### src/rtl/fetch_sequencer_pkg.sv
// fetch_pkg: shared widths, opcode field position, HALT opcode and fetch state encoding
package fetch_pkg;
    localparam int PC_W = 8;
    localparam int INSTR_W = 16;
    localparam int OPC_MSB = 15;
    localparam int OPC_LSB = 12;
    localparam logic [OPC_MSB-OPC_LSB:0] HALT_OPCODE = 4'hF;
    typedef enum logic [1:0] {IDLE, REQ, HOLD, HALT} fetch_state_t;
endpackage

### src/rtl/fetch_sequencer_ir_buffer.sv
// fetch_ir_buffer: one-entry valid/ready register holding the fetched instruction and its pc
module fetch_ir_buffer
    import fetch_pkg::*;
(
    input  logic               clk,
    input  logic               rst,
    input  logic               load,
    input  logic               flush,
    input  logic               ready,
    input  logic [INSTR_W-1:0] load_instr,
    input  logic [PC_W-1:0]    load_pc,
    output logic               valid,
    output logic [INSTR_W-1:0] instr,
    output logic [PC_W-1:0]    pc
);
    always_ff @(posedge clk) begin
        if (rst) begin
            valid <= 1'b0;
            instr <= '0;
            pc    <= '0;
        end else if (flush) begin
            valid <= 1'b0;
        end else if (load) begin
            valid <= 1'b1;
            instr <= load_instr;
            pc    <= load_pc;
        end else if (valid && ready) begin
            valid <= 1'b0;
        end
    end
endmodule

### src/rtl/fetch_sequencer.sv
// fetch_sequencer: multi-cycle fetch controller owning the pc, with req/ack imem and valid/ready decode sides
// Optional HALT-opcode stop enabled by defining FETCH_HALT_EN.
module fetch_sequencer
    import fetch_pkg::*;
#(
    parameter logic [PC_W-1:0] RESET_PC = 8'h00
)(
    input  logic               clk,
    input  logic               rst,
    output logic               imem_req,
    output logic [PC_W-1:0]    imem_addr,
    input  logic               imem_ack,
    input  logic [INSTR_W-1:0] imem_rdata,
    input  logic               stall,
    input  logic               redirect_valid,
    input  logic [PC_W-1:0]    redirect_pc,
    output logic               ir_valid,
    input  logic               ir_ready,
    output logic [INSTR_W-1:0] ir_instr,
    output logic [PC_W-1:0]    ir_pc,
    output logic               halted
);
    fetch_state_t state, state_nxt;
    logic [PC_W-1:0] pc, pc_nxt;
    logic capture, consume, halt_instr;

    assign imem_req  = state == REQ;
    assign imem_addr = pc;
    // a redirect in the same cycle as an ack discards the returned word
    assign capture   = imem_req && imem_ack && !redirect_valid;
    assign consume   = ir_valid && ir_ready;

`ifdef FETCH_HALT_EN
    assign halt_instr = ir_instr[OPC_MSB:OPC_LSB] == HALT_OPCODE;
    assign halted     = state == HALT;
`else
    assign halt_instr = 1'b0;
    assign halted     = 1'b0;
`endif

    fetch_ir_buffer u_buf (
        .clk       (clk),
        .rst       (rst),
        .load      (capture),
        .flush     (redirect_valid),
        .ready     (ir_ready),
        .load_instr(imem_rdata),
        .load_pc   (pc),
        .valid     (ir_valid),
        .instr     (ir_instr),
        .pc        (ir_pc)
    );

    always_ff @(posedge clk) begin
        if (rst) begin
            state <= IDLE;
            pc    <= RESET_PC;
        end else begin
            state <= state_nxt;
            pc    <= pc_nxt;
        end
    end

    always_comb begin
        state_nxt = state;
        pc_nxt    = capture ? pc + 1'b1 : pc;
        if (redirect_valid) begin
            state_nxt = IDLE;
            pc_nxt    = redirect_pc;
        end else begin
            case (state)
                IDLE:    state_nxt = stall ? IDLE : REQ;
                REQ:     state_nxt = imem_ack ? HOLD : REQ;
                HOLD:    state_nxt = !consume ? HOLD : halt_instr ? HALT : stall ? IDLE : REQ;
                HALT:    state_nxt = HALT;
                default: state_nxt = IDLE;
            endcase
        end
    end
endmodule

### config.mk
export PLATFORM = sky130hd
export DESIGN_NAME = fetch_sequencer
export DESIGN_NICKNAME = d
export VERILOG_FILES = /design/src/rtl/fetch_sequencer_pkg.sv /design/src/rtl/fetch_sequencer_ir_buffer.sv /design/src/rtl/fetch_sequencer.sv
export SDC_FILE = /design/constraint.sdc
export NUM_CORES = 1
export LEC_CHECK = 0
export CORE_UTILIZATION = 40
export DETAILED_ROUTE_END_ITERATION = 12
export GPL_TIMING_DRIVEN = 0
export PLACE_DENSITY = 0.78
export SYNTH_ARGS = -nofsm -noshare
export SYNTH_HDL_FRONTEND = slang
export SYNTH_SLANG_ARGS = --single-unit
### constraint.sdc
create_clock -name clk -period 1.66 [get_ports clk]
set_input_delay 0.332 -clock clk [delete_from_list [all_inputs] [get_ports clk]]
set_output_delay 0.332 -clock clk [all_outputs]
set_load 0.1 [all_outputs]
== Word-level counts from Yosys, hierarchy flattened ==
Cells that the tools add are included.

* Word-level logic and storage cells: 27
* Memories kept: 0
* RAM bits: 0
* Memory bits (read-only): 0
* Flip-flop bits (word level): 35
* Bits in latches: 0
* Bits of input ports: 30

* Add/subtract/negate cells: 1
* Reductions and logical operators: 9
* Div/mod/pow operators: 0
* Magnitude comparators: 0
* Bitwise logic cells: 1
* Equal/unequal tests: 3
* Shift operators: 0
* $mul: 0
* Multiplexer cells: 8

{| class="wikitable"
|+ Operators by type and width
! kind !! number
|-
| $mux 8 || 2
|-
| $add 8x1->8 const B || 1
|-
| $pmux 2 s4 || 1
|-
| $eq 2x2->1 const B || 2
|-
| $mux 2 || 2
|-
| $reduce_bool 2->1 || 2
|-
| $logic_and 1x1->1 || 3
|-
| $mux 1 || 3
|-
| $eq 2x1->1 const B || 1
|-
| $logic_not 2->1 || 1
|-
| $reduce_and 2->1 || 1
|-
| $reduce_or 2->1 || 1
|-
| $logic_not 1->1 || 1
|-
| $not 1->1 || 1
|}

== Depth between registers and ports, before layout ==
* Depth after elaboration: 5
* Depth in mapped cells: 5

== Modules after synthesis ==
A second synthesis with hierarchy kept.

* Cell total of the unflattened synthesis: 175
* Area total of the unflattened synthesis: 1779.2 µm²

{| class="wikitable"
|+ By module, submodules not included
! module !! instances !! cells an instance !! area an instance (µm²)
|-
| fetch_ir_buffer || 1 || 112 || 1241.2
|-
| fetch_sequencer || 1 || 63 || 538.0
|}

== Least setup slack after synthesis ==
No wires, ideal clock.

* Path type: reg-to-reg
* Start point: register pc[0], in the netlist imem_addr[0]
* End point: register pc[6], in the netlist imem_addr[6]
* Stages on the path, launching flop included: 5
* Arrival: 2088 ps
* Clock period less this slack: 2179 ps
* Buffers on the path: 0
* Setup slack: -519 ps
* Library setup time: 91 ps
* Cells stage by stage: dfxtp_1 -> ha_1 -> nand3_1 -> or4_1 -> a311oi_1

* Word-level cells in the longest chain between the ends: 3

{| class="wikitable"
|+ Ends and longest elaborated chain
! element !! line !! RTL
|-
| from (decl) || fetch_sequencer.sv:24 || <nowiki>logic [PC_W-1:0] pc, pc_nxt;</nowiki>
|-
| from (signal assigned) || fetch_sequencer.sv:60 || <nowiki>pc <= pc_nxt;</nowiki>
|-
| $add 8x1->8 || fetch_sequencer.sv:66 || <nowiki>pc_nxt = capture ? pc + 1'b1 : pc;</nowiki>
|-
| $mux 8 || fetch_sequencer.sv:66 ||
|-
| $mux 8 || fetch_sequencer.sv:67 || <nowiki>if (redirect_valid) begin</nowiki>
|}

No other way between the ends. The select of a mux whose other input is x is not followed.
A chain may end at the register's enable or synchronous reset.

== Final worst setup path ==
* Start point: register pc[2], in the netlist imem_addr[2]
* End point: output imem_addr[2]

{| class="wikitable"
|+ RTL lines
! element !! line !! RTL
|-
| to (decl) || fetch_sequencer.sv:11 || <nowiki>output logic [PC_W-1:0] imem_addr,</nowiki>
|}

No word-level cell between the ends.

==> results.sh <==
export IMPL_path_clk_slew_ps=100
export IMPL_grt_pass1_vias=1289
export IMPL_rsz0062_at_grt="no"
export IMPL_cp_arrival_ps=1290
export IMPL_io_pins=65
export IMPL_grt_max_degree=11
export IMPL_syn_to_final_growth_pct=55.59
export IMPL_syn_nets=203
export IMPL_netlist_instances=172
export IMPL_synth_top_family_by_area="simple AND/OR/NAND/NOR gates"
export IMPL_ys_seq_elements=35
export IMPL_finalMaxSlewViolations=0
export IMPL_wl_per_cell_um=12.39
export IMPL_drc_errors=0
export IMPL_worstSetupPathType="register to output pin"
export IMPL_insertion_delay_ps=340
export IMPL_drive_gt1_frac=0.2448
export IMPL_num_vias=1409
export IMPL_firstDrtPassIters=4
export IMPL_gp_congestion=0.7046
export IMPL_cts_sinks=35
export IMPL_chipHeight_um=61.35
export IMPL_holdPathEnd="imem_addr[3]$_SDFFE_PP0P_"
export IMPL_ir_worst_vdd_mv=0.4792
export IMPL_dp_hpwl_um=2531
export IMPL_synth_cell_type_count=28
export IMPL_dieWidth_um=61.35
export IMPL_synth_compound_area_frac=0.1803
export IMPL_multi_input_area_um2=654.4
export IMPL_cpLargestDelayFamily="buffers and inverters"
export IMPL_synth_xor_area_share=0.01243
export IMPL_cp_max_fo=6
export IMPL_seq_power_share=0.519
export IMPL_synth_area_top_cells="dfxtp_1, nand2_1, a21oi_1"
export IMPL_reg2reg_depth=4
export IMPL_cap_violations=0
export IMPL_crit_path_end_kind="output pin"
export IMPL_slowest_stage="clkdlybuf4s15_2"
export IMPL_finalCriticalPeriod_ps=1622
export IMPL_power_density_nw_per_um2=784.2
export IMPL_track_usage=0.2072
export IMPL_min_from="rst"
export IMPL_start_kind="register"
export IMPL_clock_skew_ps=10.76
export IMPL_syn_avg_cell_area_um2=8.191
export IMPL_initial_core_util=0.4189
export IMPL_ys_seq_area_frac=0.4973
export IMPL_viasPerCell=4.909
export IMPL_p_clk_frac=0.274
export IMPL_ctsHoldBuffers=0
export IMPL_io_buffers=62
export IMPL_max_freq_mhz=616.5
export IMPL_path_buf_inv=1
export IMPL_p_sw_w=0.0005445
export IMPL_tns_ps=0
export IMPL_status="finished clean"
export IMPL_grt_pass1_wl_um=5692
export IMPL_synthAdderAreaFrac=0.008881
export IMPL_r2r_end="imem_addr[4]$_SDFFE_PP0P_"
export IMPL_muxShareOfSynthArea=0.007105
export IMPL_fillers=316
export IMPL_grt_antenna_before_repair=0
export IMPL_hold_class="input pin to register"
export IMPL_synth_warnings=0
export IMPL_clock_root_buffer="clkbuf_4"
export IMPL_timing_rr_start="state[1]$_SDFF_PP0_"
export IMPL_finalSetupViolations=0
export IMPL_hold_violations=0
export IMPL_p_leak_nw=0.7794
export IMPL_antenna_cells=0
export IMPL_crit_required_ps=1330
export IMPL_crit_chain="clkdlybuf4s15_2"
export IMPL_seq_area_um2=718.2
export IMPL_antenna_left=0
export IMPL_cts_buffers=5
export IMPL_fin_crit_sh=0.9771
export IMPL_overflow=0
export IMPL_synth_top_area_frac=0.4973
export IMPL_sw_frac_of_total=0.3167
export IMPL_drt_wl_total_um=3555
export IMPL_netlist_top_cell_by_area="dfxtp_1"
export IMPL_worstMarginPinSlew_ps=554.3
export IMPL_rows=21
export IMPL_cp_slowest_stage_delay_ps=560
export IMPL_hold_depth=2
export IMPL_core_area_um2=3363
export IMPL_synthSimpleGateAreaFrac=0.2469
export IMPL_dieArea_um2=3763
export IMPL_netlist_area_um2=1409
export IMPL_reg2reg_slack_ps=100
export IMPL_internal_power_w=0.001175
export IMPL_cts_htree_levels=2
export IMPL_final_nets=272
export IMPL_clk_path_buf_depth=2
export IMPL_slew_limit_headroom=0.6322
export IMPL_combPwrFrac=0.207
export IMPL_cts_tree="done"
export IMPL_drtIter0Drc=64
export IMPL_p_total_w=0.001719
per-stage QoR:
step | util | cell area, µm² | setup WS (ps) | hold WS (ps) | instances
6_report | 0.6518 | 2192 | 37.97 | 299.9 | 287
5_1_grt | 0.6518 | 2192 | 3.501 | 344.9 | 287
4_1_cts | 0.6555 | 2205 | 0.6936 | 299.0 | 287
3_5_place_dp | 0.6261 | 2106 | -453.1 | 445.3 | 280
3_3_place_gp | 0.6261 | 2106 | -424.6 | 441.5 | 280
2_1_floorplan | - | 1428 | 36.72 | 468.0 | 172
placed cells by master (no fill, tap or decap), types with 5 or more instances in the layout:
cell,instances
nand2_1,52
dfxtp_1,27
clkdlybuf4s50_1,27
clkdlybuf4s15_2,27
a21oi_1,25
nor2_1,9
clkbuf_1,6
clkbuf_4,6
a311oi_1,5
dfxtp_2,5
synthesized netlist by cell type:
cell type / n
a211oi_1: 3
a21boi_0: 2
a21oi_1: 25
a311oi_1: 5
buf_2: 2
buf_4: 2
clkbuf_1: 9
conb_1: 1
dfxtp_1: 35
ha_1: 1
inv_1: 1
mux2i_1: 1
nand2_1: 52
nand2b_1: 1
nand3_1: 3
nand3b_4: 1
nand4_1: 1
nand4b_1: 1
nand4bb_1: 1
nor2_1: 9
nor2b_1: 1
nor4bb_1: 1
o211a_1: 1
o21ai_0: 3
o31ai_1: 3
or3_1: 2
or4_1: 3
xor2_1: 2
final cells by class:
class | count | area share
clock inverters | 1 | 0.002283
clock buffers | 6 | 0.02340
flip-flops and latches | 35 | 0.3276
well taps | 46 | 0.02626
plain buffers | 13 | 0.03082
multi-input cells | 123 | 0.2985
repair buffers | 62 | 0.2894
inverters | 1 | 0.001712
what timing repair did:
item / in CTS / in global routing
setup buffers: 0 / 0
resized for setup: 107 / 18
endpoints found under the setup margin: 47 / 28
how the worst max path moves through the flow:
stage / start / to / slack [ps] / cells after the start
3_5_place_dp: state[0]$_SDFF_PP0_ / imem_req / -450 / 2
2_1_floorplan: state[0]$_SDFF_PP0_ / imem_req / 40 / 1
6_report: imem_addr[2]$_SDFFE_PP0P_ / imem_addr[2] / 40 / 1
4_1_cts: state[0]$_SDFF_PP0_ / imem_req / 0.7 / 2
3_3_place_gp: state[0]$_SDFF_PP0_ / imem_req / -420 / 2
5_1_grt: imem_addr[2]$_SDFFE_PP0P_ / imem_addr[2] / 4 / 1
worst register-to-register path: cells and delay by family, from the launching register on:
family,cells,cell delay (ps)
AOI/OAI and AO/OA,1,290
DFF,1,410
buffers and inverters,1,190
and+or+nand+nor,2,570
metal layers:
metal  part of all wire  up-vias  GRT usage  wire length [µm]
li1                   -      724          -                 -
met5                  0        -          0                 0
met2               0.48       40     0.3432              1707
met4              0.020        0    0.09524                70
met1               0.45      637     0.2497              1593
met3              0.051        8    0.05882               182
registers in the layout, indices dropped and copies added (netlist names):
signal / cells
u_buf.valid: 1
imem_addr: 8
state: 2
u_buf.pc: 8
u_buf.instr: 16
power by group through the flow:
stage / Sequential, W / Clock (W) / Combinational [W]
final: 0.000893 / 0.000471 / 0.000356
after global routing: 0.000897 / 0.000526 / 0.000375
after CTS: 0.000893 / 0.000483 / 0.000359
after detailed placement: 0.000912 / 0 / 0.000364
after global placement: 0.000911 / 0 / 0.000362
after floorplan: 0.00106 / 0 / 0.0000851
cells by family after synthesis:
| logic type | Yosys count |
|---|---|
| adders and majority gates | 1 |
| muxes | 1 |
| xor gates and xnor gates | 2 |
| DFF | 35 |
| AOI/OAI and AO/OA | 42 |
| and+or+nand+nor | 76 |
| other | 1 |
| buffers and inverters | 14 |
No activity file was read; power rests on OpenSTA's default activity.
